==> src/rtl/onehot_sel_pkg.sv <==
`default_nettype none
// ============================================================================
// Module      : onehot_sel_pkg
// Description : Shared definitions for the one-hot selector encoder:
//               default geometry, FSM state type and the selector value
//               reported for illegal words.
// Revision    : 1.0 - initial release
// ============================================================================
package onehot_sel_pkg;

    // Default geometry of the selector path.
    localparam int N_OUT  = 8;
    localparam int N_USED = 6;
    localparam int SEL_W  = 3;
    localparam int CNT_W  = 8;

    // Selector reported whenever the input word is illegal.
    localparam int ILLEGAL_SEL = 0;

    // Output register occupancy.
    typedef enum logic [0:0] {
        EMPTY = 1'b0,
        FULL  = 1'b1
    } state_t;

endpackage : onehot_sel_pkg
`default_nettype wire

==> src/rtl/onehot_sel_enc_core.sv <==
`default_nettype none
// ============================================================================
// Module      : onehot_sel_enc_core
// Description : Purely combinational one-hot to binary selector encoder.
//               Only bits [N_USED-1:0] are legal codes.
//               Build option ONEHOT_SEL_ENCODER_PRIORITY_EN:
//                 undefined - strict: exactly one legal bit must be set.
//                 defined   - priority: lowest set bit wins, multi-hot is
//                             legal as long as that bit is a legal code.
// Ports       : in_onehot [N_OUT-1:0] - word to encode
//               sel       [SEL_W-1:0] - encoded selector (ILLEGAL_SEL if err)
//               err                   - word is illegal
// Revision    : 1.0 - initial release
// ============================================================================
module onehot_sel_enc_core
    import onehot_sel_pkg::*;
#(
    parameter int N_OUT  = onehot_sel_pkg::N_OUT,
    parameter int N_USED = onehot_sel_pkg::N_USED,
    parameter int SEL_W  = onehot_sel_pkg::SEL_W
) (
    input  logic [N_OUT-1:0] in_onehot,
    output logic [SEL_W-1:0] sel,
    output logic             err
);

    logic [SEL_W-1:0] w_idx;
    logic             w_any_used;
    logic             w_legal;

    // Index of the lowest set bit; scanning downwards lets the lowest win.
    always_comb begin
        w_idx = '0;
        for (int i = N_OUT - 1; i >= 0; i--) begin
            if (in_onehot[i]) begin
                w_idx = i[SEL_W-1:0];
            end
        end
    end

    // The lowest set bit is a legal code exactly when some legal bit is set.
    assign w_any_used = |in_onehot[N_USED-1:0];

`ifdef ONEHOT_SEL_ENCODER_PRIORITY_EN
    assign w_legal = w_any_used;
`else
    // x & (x-1) clears the lowest set bit; anything left means multi-hot.
    logic w_multi;
    assign w_multi = |(in_onehot & (in_onehot - N_OUT'(1)));
    assign w_legal = w_any_used && !w_multi;
`endif

    assign sel = w_legal ? w_idx : SEL_W'(ILLEGAL_SEL);
    assign err = !w_legal;

endmodule : onehot_sel_enc_core
`default_nettype wire

==> src/rtl/onehot_sel_encoder.sv <==
`default_nettype none
// ============================================================================
// Module      : onehot_sel_encoder
// Description : Encodes a one-hot status word back to a binary selector
//               behind one valid/ready output register stage, and keeps a
//               saturating count of accepted illegal words.
//               Build option ONEHOT_SEL_ENCODER_PRIORITY_EN selects priority
//               (lowest bit) encoding instead of strict one-hot checking.
// Ports       : clk, rst                  - clock, sync active-high reset
//               in_onehot/in_valid/in_ready - input handshake
//               out_sel/out_err/out_valid/out_ready - output handshake
//               err_cnt                   - saturating illegal-word count
//               err_clr                   - synchronous clear of err_cnt
// Revision    : 1.0 - initial release
// ============================================================================
module onehot_sel_encoder
    import onehot_sel_pkg::*;
#(
    parameter int N_OUT  = onehot_sel_pkg::N_OUT,
    parameter int N_USED = onehot_sel_pkg::N_USED,
    parameter int SEL_W  = onehot_sel_pkg::SEL_W,
    parameter int CNT_W  = onehot_sel_pkg::CNT_W
) (
    input  logic             clk,
    input  logic             rst,
    input  logic [N_OUT-1:0] in_onehot,
    input  logic             in_valid,
    output logic             in_ready,
    output logic [SEL_W-1:0] out_sel,
    output logic             out_err,
    output logic             out_valid,
    input  logic             out_ready,
    output logic [CNT_W-1:0] err_cnt,
    input  logic             err_clr
);

    state_t           r_state;
    logic [SEL_W-1:0] r_sel;
    logic             r_err;
    logic [CNT_W-1:0] r_cnt;

    logic [SEL_W-1:0] w_sel;
    logic             w_err;
    logic             w_accept;
    logic             w_xfer;

    onehot_sel_enc_core #(
        .N_OUT  (N_OUT),
        .N_USED (N_USED),
        .SEL_W  (SEL_W)
    ) u_core (
        .in_onehot (in_onehot),
        .sel       (w_sel),
        .err       (w_err)
    );

    // Ready when empty, or when full and the held word leaves this cycle.
    assign in_ready = (r_state == EMPTY) || out_ready;
    assign w_accept = in_valid && in_ready;
    assign w_xfer   = (r_state == FULL) && out_ready;

    always_ff @(posedge clk) begin
        if (rst) begin
            r_state <= EMPTY;
            r_sel   <= '0;
            r_err   <= 1'b0;
            r_cnt   <= '0;
        end else begin
            case (r_state)
                EMPTY: if (w_accept) r_state <= FULL;
                FULL:  if (w_xfer && !w_accept) r_state <= EMPTY;
                default: r_state <= EMPTY;
            endcase

            // Only a new accept reloads the register, so a stalled word holds.
            if (w_accept) begin
                r_sel <= w_sel;
                r_err <= w_err;
            end

            // Clear wins over a simultaneous illegal accept.
            if (err_clr) begin
                r_cnt <= '0;
            end else if (w_accept && w_err && (r_cnt != {CNT_W{1'b1}})) begin
                r_cnt <= r_cnt + CNT_W'(1);
            end
        end
    end

    assign out_valid = (r_state == FULL);
    assign out_sel   = r_sel;
    assign out_err   = r_err;
    assign err_cnt   = r_cnt;

endmodule : onehot_sel_encoder
`default_nettype wire

==> config.mk <==
export PLATFORM = sky130hd
export DESIGN_NAME = onehot_sel_encoder
export DESIGN_NICKNAME = d
export VERILOG_FILES = /design/src/rtl/onehot_sel_pkg.sv /design/src/rtl/onehot_sel_enc_core.sv /design/src/rtl/onehot_sel_encoder.sv
export SDC_FILE = /design/constraint.sdc
export NUM_CORES = 1
export LEC_CHECK = 0
export BUFFER_PORTS_ARGS = -buffer_cell sky130_fd_sc_hd__buf_2
export CORE_MARGIN = 1.5
export CORE_UTILIZATION = 30
export DETAILED_ROUTE_END_ITERATION = 10
export PLACE_DENSITY = 0.6
export SLEW_MARGIN = 25
export SYNTH_ARGS = -nofsm -noshare
export SYNTH_HDL_FRONTEND = slang
export SYNTH_SLANG_ARGS = --single-unit
==> constraint.sdc <==
create_clock -name clk -period 2.17 [get_ports clk]
set_input_delay 0.3255 -clock clk [delete_from_list [all_inputs] [get_ports clk]]
set_output_delay 0.3255 -clock clk [all_outputs]
set_load 0.01 [all_outputs]
==> results by group, run 1 <==
Outcome
  • Status: completed

Synthesis
  • Synth Net Count: 100
  • Count of different cell masters after synthesis: 35
  • Syn avg cell area: 8.467 um2
  • Ys Warns: 0
  • Asr flop ratio synth: 0%
  • EDFF count, synth: 0
  • Top_reg_cell synth: dfxtp_1
  • Sequential-to-total area share from yosys stat: a little over a third
  • Post-Syn Instances: 86
  • Post-Synthesis Cell Area: ~730 um2
  • Yosys reg bits: 13

GRT
  • GR Overflow Total: 0
  • First-pass GRT wire length: 2.787 mm
  • Number of global-route vias before repair: around 690
  • Largest net degree at the start of global routing: 13
  • GRT Overall Usage: ~14%
  • Initial antenna violation count: 0

Floorplan
  • Die width: 52.27 um
  • Core Area: 2255 um2
  • IO Count: 27
  • Die H: 52.27 um
  • Die ar.: about 2700 um2
  • Starting density of the core: 32.30%
  • FP Rows: 17

STA
  • Slew HR: 65.32%
  • Pins Over Slew Limit: 0
  • Maximum clock rate: approximately 0.52 GHz
  • Finish-stage setup viols: 0
  • Hold Vio Cnt, Final: 0
  • Final Critical Period: 1907 ps
  • Setup Total Neg Slack: 0 ps
  • Max Clock Skew: 3.148 ps
  • Fin crit share: 87.88%
  • Unrepaired setup endpoints after global routing: false
  • Measured slew at the worst slew-check pin: 518.3 ps

Detailed routing
  • DRT Pass-1 Iters: 4
  • DRT Wirelength: 1.694 mm
  • 1st-iter DRT viols: 4
  • Vias: between 700 and 800
  • Via density: between 5 and 6
  • DRC: 0
  • DR WL/cell: 11.37 um
  • Routed Antenna Nets: 0

Critical path
  • CP bufs+invs: 2
  • Worst r2r path cells: 6
  • Worst EP arrival: 2120 ps
  • Reg2reg setup slack: between 500 and 600 ps
  • Crit path depth: 7
  • CP max FO: 12
  • CP peak stage delay: 540 ps
  • RR Endpoint: err_cnt[3]
  • Worst path slowest cell: or4_4
  • Worst path cell trace: buf_2, or4_4, mux2i_2, o41ai_2, buf_4, or4_1, a21boi_1
  • WP data required: between 2000 and 2500 ps
  • RR Startpoint: out_valid
  • Crit end category: flip-flop
  • Worst setup SP type: primary input
  • Critical path type: primary input to flip-flop
  • Top Family by Delay on Critical Path: simple AND/OR/NAND/NOR gates

Placed design
  • Placer Congestion: 0.8305
  • Dpl hpwl: 1.310 mm
  • Port-buffer cells: 26

Clock network
  • TritonCTS clock tree: yes
  • Sinks on Clock Net: 13
  • CTS H-tree lvls: 1
  • CTS Buffer Depth: 2
  • Post-CTS Repair Setup Buffers: 0
  • Clk pin slew, worst setup/hold paths: 70 ps
  • Total CTS buffers: 3
  • CTS root buf: clkbuf_4
  • CTS resizes: 0
  • Post-CTS Hold Buffers: 0
  • Skew-Pair Late Insertion Delay: 270 ps

Hold path
  • HP Start: in_valid
  • Worst hold path class: primary input to flip-flop
  • Worst hold endpoint: out_valid
  • Hold Path Depth: 3

Flow run
  • Max-cap violations: 0

Finish
  • Nets: roughly 140
  • Share of layout cells above drive strength 1: 32.23%
  • Commonest non-fill, non-tap cells in the layout: buf_2, dfxtp_1, nand2_1
  • N_diodes: 0
  • Most common cell after layout, fill and taps aside: buf_2
  • Syn-to-layout area delta: 30.93%

Power
  • Pwr Density: just under 500 nW/um2
  • Leak pwr: 0.3870 nW
  • Final Total Pwr: 0.0004726 W
  • Peak VDD IR: 0.3897 mV
## worst max-delay path by stage
stage	slack [ps]	startpoint	to
after floorplan	240	in_onehot[1]	err_cnt[5]
after global placement	7	in_onehot[1]	err_cnt[4]
after detailed placement	-20	in_onehot[1]	err_cnt[3]
after CTS	250	in_onehot[1]	err_cnt[4]
after global routing	170	in_onehot[1]	err_cnt[4]
final	260	in_onehot[1]	err_cnt[3]
## area by class of cell
| type | count | area, um2 |
|---|---|---|
| well taps | 28 | 35.03 |
| repair buffers | 32 | 175.2 |
| flip-flops and latches | 13 | 260.3 |
| multi-input cells | 70 | 449.2 |
| fillers | 238 | 1301 |
| inverters | 2 | 7.507 |
| clock buffers | 4 | 26.28 |
## sequential cells by signal (all words and copies together), names as in the netlist
register / flops
err_cnt: 8
out_sel: 3
out_valid: 1
out_err: 1
## metal layers
| layer | track usage, % | vias up | share of wire (%) |
|---|---|---|---|
| li1 | - | 397 | - |
| met1 | 15.97 | 340 | 47 |
| met2 | 24.05 | 25 | 45 |
| met3 | 4.571 | 2 | 7.1 |
| met4 | 2.564 | 0 | 0.53 |
| met5 | 0 | - | 0 |
## synthesized netlist by cell type (2+ instances only)
| library cell | count | area share, % |
|---|---|---|
| mux2i_1 | 3 | 4.1 |
| nand2_1 | 9 | 4.6 |
| a21boi_1 | 3 | 3.1 |
| o21ai_0 | 3 | 2.1 |
| nor2_1 | 8 | 4.1 |
| a211oi_1 | 2 | 2.1 |
| a21oi_1 | 4 | 2.7 |
| inv_1 | 2 | 1.0 |
| nor4_1 | 3 | 2.6 |
| dfxtp_1 | 13 | 36 |
| nand3_1 | 5 | 3.4 |
| nor3_1 | 4 | 2.7 |
| or4_1 | 2 | 2.1 |
| or3_1 | 3 | 2.6 |
| o31ai_1 | 2 | 2.1 |
## where the power goes
part | internal, W | switching, W | leakage [nW] | total (W)
Combinational | 0.0000372 | 0.0000422 | 0.267 | 0.0000794
Clock | 0.0000712 | 0.0000766 | 0.0150 | 0.000148
Sequential | 0.000243 | 0.00000267 | 0.105 | 0.000245
## cells by family (layout without fill, tap and decap cells)
logic type	Yosys count	after routing	share of synthesized area, %
flops	13	13	35.74
compound gates	21	21	21.13
mux	4	4	6.013
buf+inv	3	38	2.578
fa+ha+maj	1	1	1.718
simple gates	42	42	30.41
xor+xnor	2	2	2.406
## metrics by stage
step	setup WS, ps	instance area [um2]	hold WS (ps)	instances	utilization, %
final	262.9	953.4	300.8	149	42.29
after global routing	171.1	953.4	299.6	149	42.29
after floorplan	236.9	728.2	394.6	86	-
after detailed placement	-20.55	927.1	458.0	145	41.12
after global placement	6.754	927.1	458.4	145	41.12
after CTS	253.3	953.4	294.1	149	42.29
## worst reg2reg max path: stages, from the launching register on
cell and delay, ps:
dfxtp_1 310, nand2b_1 120, and2_1 220, o41ai_2 90, buf_4 180, or4_1 500
a21boi_1 140
Note: power is estimated with default switching activity, not from simulation.
==> run 2, diff against run 1 <==
--- a/config.mk
+++ b/config.mk
@@ -10,6 +10,7 @@
 export CORE_UTILIZATION = 30
 export DETAILED_ROUTE_END_ITERATION = 10
 export PLACE_DENSITY = 0.6
+export SETUP_SLACK_MARGIN = 0.5
 export SLEW_MARGIN = 25
 export SYNTH_ARGS = -nofsm -noshare
 export SYNTH_HDL_FRONTEND = slang
==> run 2 against run 1 <==
Compared with the run above:
- register-to-register slack about the same
- first-iteration DRC count increased by 130%
- worst hold slack got worse by 6.6 ps
- clock power about the same
- core utilization increased by 3.6 points
- via count increased by 2.4%
- count of clock-buffer cells in the layout unchanged
- flip-flop and latch count unchanged
- fmax increased by 4.7%
- wire length increased by 13%
- largest cell class unchanged
==> results by group, run 2 (same netlist as run 1, synthesis figures left out) <==
STA
  • Hold Vio Cnt, Final: 0
  • Pins Over Slew Limit: 0
  • Finish-stage setup viols: 0
  • Setup Total Neg Slack: 0 ps
  • Maximum clock rate: 0.5489 GHz
  • Slew HR: 64.32%
  • Final Critical Period: 1822 ps
  • Max Clock Skew: 4.130 ps
  • Min Hold Slack: 294.2 ps
  • Unrepaired setup endpoints after global routing: true
  • Measured slew at the worst slew-check pin: ~530 ps
  • Fin crit share: roughly 84%

Finish
  • N_diodes: 0
  • Nets: about 140
  • Commonest non-fill, non-tap cells in the layout: buf_2, dfxtp_1, nand2_1
  • Fin area: 1035 um2
  • Syn-to-layout area delta: 42.10%
  • Largest register FFs: 8
  • FILL cells: 251
  • Share of layout cells above drive strength 1: 38.52%
  • Most common cell after layout, fill and taps aside: buf_2

Detailed routing
  • 1st-iter DRT viols: 9
  • Routed Antenna Nets: 0
  • DRC: 0
  • DRT Pass-1 Iters: 4
  • DR WL/cell: 12.76 um
  • Vias: 782
  • Via density: 5.213
  • DRT Wirelength: roughly 1.9 mm

Clock network
  • Total CTS buffers: 3
  • CTS Buffer Depth: 2
  • Clk pin slew, worst setup/hold paths: 80 ps
  • TritonCTS clock tree: yes
  • CTS H-tree lvls: 1
  • Sinks on Clock Net: 13
  • Skew-Pair Late Insertion Delay: 280 ps
  • CTS root buf: clkbuf_4

Critical path
  • Critical path type: primary input to flip-flop
  • Worst EP arrival: 2040 ps
  • WP data required: 2390 ps
  • Worst path cell trace: buf_6, or4_4, mux2i_4, o41ai_4, buf_6, or4_4, a21boi_1
  • CP peak stage delay: 550 ps
  • Crit end category: flip-flop
  • Worst path slowest cell: or4_4
  • CP max FO: 6
  • Worst setup SP type: primary input

Outcome
  • Status: completed

Floorplan
  • Starting density of the core: roughly 32%
  • Die width: roughly 52 um
  • Die H: 52.27 um
  • Die ar.: about 2700 um2
  • FP Rows: 17
  • IO Count: 27
  • Core Area: ~2300 um2

Power
  • Peak VDD IR: 0.3091 mV
  • Leak pwr: 0.4063 nW
  • Final Total Pwr: 0.0004925 W
  • Pwr Density: 476.0 nW/um2

GRT
  • First-pass GRT wire length: 3.008 mm
  • Number of global-route vias before repair: 697
  • Initial antenna violation count: 0
  • GR Overflow Total: 0
  • GRT Overall Usage: between 10 and 15%
  • Largest net degree at the start of global routing: 10

Placed design
  • Port-buffer cells: 26
  • Placer Congestion: 0.7134
  • Area after DPL: 952.2 um2
  • Dpl hpwl: 1.315 mm

Flow run
  • Max-cap violations: 0

Hold path
  • Worst hold path class: primary input to flip-flop
==> run 2: path summary, 6_finish.rpt <==
| path | startpoint | endpoint | slack, ps | cells after the start |
|---|---|---|---|---|
| hold reg to reg | out_err | out_err | 470 | 2 |
| setup / recovery | in_onehot[3] | err_cnt[3] | 350 | 7 |
| setup reg to reg | out_valid | err_cnt[3] | 550 | 6 |
| hold / removal | in_valid | out_valid | 290 | 3 |
==> run 2: final cells by class <==
type / instances / area (um2) / share of cell area [%]
flip-flops and latches: 13 / 260.3 / 25.15
repair buffers: 33 / 196.4 / 18.98
clock buffers: 4 / 26.28 / 2.539
inverters: 2 / 7.507 / 0.7255
multi-input cells: 70 / 509.2 / 49.21
well taps: 28 / 35.03 / 3.386
==> run 2: routing by layer <==
| metal | part of all wire (%) | up-vias | track usage [%] |
|---|---|---|---|
| met5 | 0 | - | 0 |
| met4 | 1.3 | 0 | 5.128 |
| met3 | 5.6 | 2 | 2.571 |
| met2 | 48 | 26 | 25.32 |
| met1 | 45 | 355 | 19.09 |
| li1 | - | 399 | - |
==> run 2: critical path: cells and delay by family <==
family                 cells  cell delay (ps)
multiplexers               1              220
AND/OR/NAND/NOR            2             1010
buffers and inverters      2              250
AO/OA/AOI/OAI              2              230
==> run 2: repair_timing <==
item | CTS | global route
endpoints found under the hold margin | 0 | 0
buffers inserted | 1 | 0
hold buffers | 0 | 0
resized for setup | 8 | 4
endpoints found under the setup margin | 10 | 10
cloned | 1 | 0
pin swaps | 7 | 5
==> run 2: stage by stage <==
step | instances | util, % | setup slack, ps
after floorplan | 86 | - | 289.7
after global placement | 144 | 42.23 | 37.59
after detailed placement | 144 | 42.23 | 17.05
after CTS | 150 | 45.23 | 353.5
after global routing | 150 | 45.89 | 292.2
final | 150 | 45.89 | 348.1
==> run 2: where the power goes <==
group	total [W]	switching, W	internal [W]	leakage (nW)
logic	0.0000959	0.0000511	0.0000448	0.286
clock network	0.000151	0.0000795	0.0000714	0.0150
registers	0.000246	0.00000291	0.000243	0.105
total	0.000493	0.000134	0.000359	0.406
==> run 3, diff against run 2 <==
--- a/config.mk
+++ b/config.mk
@@ -5,11 +5,12 @@
 export SDC_FILE = /design/constraint.sdc
 export NUM_CORES = 1
 export LEC_CHECK = 0
+export ABC_AREA = 1
 export BUFFER_PORTS_ARGS = -buffer_cell sky130_fd_sc_hd__buf_2
 export CORE_MARGIN = 1.5
 export CORE_UTILIZATION = 30
 export DETAILED_ROUTE_END_ITERATION = 10
-export PLACE_DENSITY = 0.6
+export PLACE_DENSITY = 0.61
 export SETUP_SLACK_MARGIN = 0.5
 export SLEW_MARGIN = 25
 export SYNTH_ARGS = -nofsm -noshare
==> constraint.sdc (replaced) <==
create_clock -name clk -period 1.6 [get_ports clk]
set_input_delay 0.24 -clock clk [delete_from_list [all_inputs] [get_ports clk]]
set_output_delay 0.24 -clock clk [all_outputs]
set_load 0.01 [all_outputs]
==> run 3 against run 2 <==
Compared with the run above:
- total power increased by 37%
- core utilization up 4.7 points
- cell count rose by 26%
- critical path type unchanged
- setup slack improved by 21 ps
- final area increased by 22%
- area after synthesis up 9.6%
- synthesized cell count is 35% higher
- worst hold slack worse by 130 ps
- highest routed layer unchanged
- wire length grew 11%
==> results by group, run 3 <==
Critical path
  • Worst EP arrival: 1390 ps
  • Worst setup SP type: primary input
  • WP data required: 1760 ps
  • Top Family by Delay on Critical Path: simple AND/OR/NAND/NOR gates
  • Most used cell, CP: nor2_1
  • Worst path cell trace: buf_6, nor2_4, nand2_2, nor2_1, nor2_1, nor2_2, nand3_4, buf_4, nand4_1, a21oi_2
  • CP max FO: 6
  • CP bufs+invs: 2
  • Worst path slowest cell: nor2_2
  • CP peak stage delay: 190 ps
  • Crit end category: flip-flop
  • Critical path type: primary input to flip-flop

Synthesis
  • Post-Synthesis Cell Area: 798.3 um2
  • Top_reg_cell synth: dfxtp_1
  • Post-Syn Instances: 116
  • Most instantiated cells after synthesis: nand2_1, nor2_1, a21oi_1, dfxtp_1, inv_1
  • Cell taking the most area after synthesis: dfxtp_1
  • Top cell type's share of synthesized area: 32.60%
  • EDFF count, synth: 0
  • Syn avg cell area: roughly 6.9 um2
  • Largest cells by area after synthesis: dfxtp_1, nand2_1, a21oi_1
  • Count of different cell masters after synthesis: 19
  • Asr flop ratio synth: 0%
  • Ys Warns: 0
  • Synth Net Count: 130
  • Sequential-to-total area share from yosys stat: between 30% and 40%
  • Yosys reg bits: 13
  • Most frequent cell after synthesis: nand2_1

Floorplan
  • Die ar.: 2980 um2
  • IO Count: 27
  • Die width: around 55 um
  • Die H: 54.59 um
  • Core Area: 2500 um2
  • FP Rows: 18
  • Starting density of the core: 31.93%

Flow run
  • Max-cap violations: 0

Detailed routing
  • DR WL/cell: 11.29 um
  • 1st-iter DRT viols: 13
  • Vias: 932
  • DRT Wirelength: 2.133 mm
  • Routed Antenna Nets: 0
  • DRC: 0
  • DRT Pass-1 Iters: 4
  • Via density: 4.931

STA
  • Measured slew at the worst slew-check pin: 272.8 ps
  • Setup Total Neg Slack: 0 ps
  • Final Critical Period: 1230 ps
  • Maximum clock rate: 0.8127 GHz
  • Hold Vio Cnt, Final: 0
  • Finish-stage setup viols: 0
  • Max Clock Skew: 3.395 ps
  • Pins Over Slew Limit: 0
  • Fin crit share: 76.91%
  • Slew HR: about four fifths
  • Setup WS post-layout: 369.5 ps
  • Unrepaired setup endpoints after global routing: true

Power
  • Leak pwr: between 0.5 and 0.6 nW
  • Peak VDD IR: 0.3583 mV
  • Pwr Density: between 500 and 600 nW/um2
  • Final Total Pwr: ~0.00068 W

Clock network
  • Sinks on Clock Net: 13
  • CTS root buf: clkbuf_4
  • CTS Buffer Depth: 2
  • CTS H-tree lvls: 1
  • Post-CTS Hold Buffers: 0
  • TritonCTS clock tree: yes
  • Total CTS buffers: 3
  • Clk pin slew, worst setup/hold paths: 80 ps
  • Skew-Pair Late Insertion Delay: 270 ps

GRT
  • GRT Overall Usage: 15.17%
  • Initial antenna violation count: 0
  • Number of global-route vias before repair: 767
  • Largest net degree at the start of global routing: 11
  • GR Overflow Total: 0
  • First-pass GRT wire length: 3.229 mm

Placed design
  • Dpl hpwl: 1.360 mm
  • Port-buffer cells: 26
  • Place WS: 96.99 ps
  • Placer Congestion: 0.8688

Finish
  • Nets: 174
  • Commonest non-fill, non-tap cells in the layout: buf_2, nand2_1, nor2_1
  • N_diodes: 0
  • Syn-to-layout area delta: 58.31%
  • Share of layout cells above drive strength 1: 52.20%
  • FILL cells: 236
  • Largest register FFs: 8
  • Most common cell after layout, fill and taps aside: buf_2

Outcome
  • Status: completed

Hold path
  • Worst hold path class: primary input to flip-flop
[run 3: what timing repair did]
action | in CTS | in global routing
gates cloned | 2 | 1
buffers inserted | 4 | 5
endpoints found under the setup margin | 15 | 17
gates resized for setup | 14 | 26
pin swaps | 5 | 14
[run 3: worst paths after layout]
| path | from | end | slack, ps | depth (start not counted) |
|---|---|---|---|---|
| min | rst | out_err | 170 | 2 |
| min reg2reg | out_err | out_err | 480 | 2 |
| max reg2reg | err_cnt[1] | err_cnt[5] | 380 | 6 |
| max | in_onehot[1] | err_cnt[7] | 370 | 10 |
[run 3: power breakdown]
part	leakage (nW)	internal, W	switching, W
clock	0.0150	0.0000966	0.000105
combinational	0.434	0.0000572	0.0000835
sequential	0.111	0.000328	0.00000663
[run 3: stage by stage]
| stage | hold WS [ps] | cells | area, um2 | utilization [%] |
|---|---|---|---|---|
| after CTS | 159.8 | 183 | 1141 | 45.65 |
| after detailed placement | 453.4 | 173 | 1028 | 41.14 |
| after global placement | 443.9 | 173 | 1028 | 41.14 |
| after floorplan | 301.7 | 116 | 853.3 | - |
| after global routing | 154.4 | 189 | 1264 | 50.55 |
| final | 165.4 | 189 | 1264 | 50.55 |
[run 3: logic make-up after synthesis]
| group | count (synthesis) | share of synthesized area [%] |
|---|---|---|
| simple gates | 64 | 41.38 |
| compound gates | 18 | 11.28 |
| buf+inv | 14 | 6.582 |
| flops | 13 | 32.60 |
| xor+xnor | 6 | 6.583 |
| fa+ha+maj | 1 | 1.567 |
[run 3: per-layer routing]
metal	track usage, %	up-vias	wire length, um
met2	23.61	28	1033
li1	-	478	-
met5	0	-	0
met3	1.639	4	94
met4	8.750	0	33
met1	20.10	422	972
[run 3: cell type report]
type | instances | area (um2) | share of cell area, %
clock buffers | 4 | 26.28 | 2.079
inverters | 13 | 51.30 | 4.059
multi-input cells | 92 | 631.9 | 50.00
flip-flops and latches | 13 | 281.5 | 22.28
well taps | 30 | 37.54 | 2.970
repair buffers | 37 | 235.2 | 18.61
[run 3: worst reg2reg max path, stage by stage (launching register included)]
cell     delay, ps
dfxtp_4        380
nand3_2        130
nor2_4         140
buf_4          110
xor2_1         140
nand4_1        110
a21oi_1        150
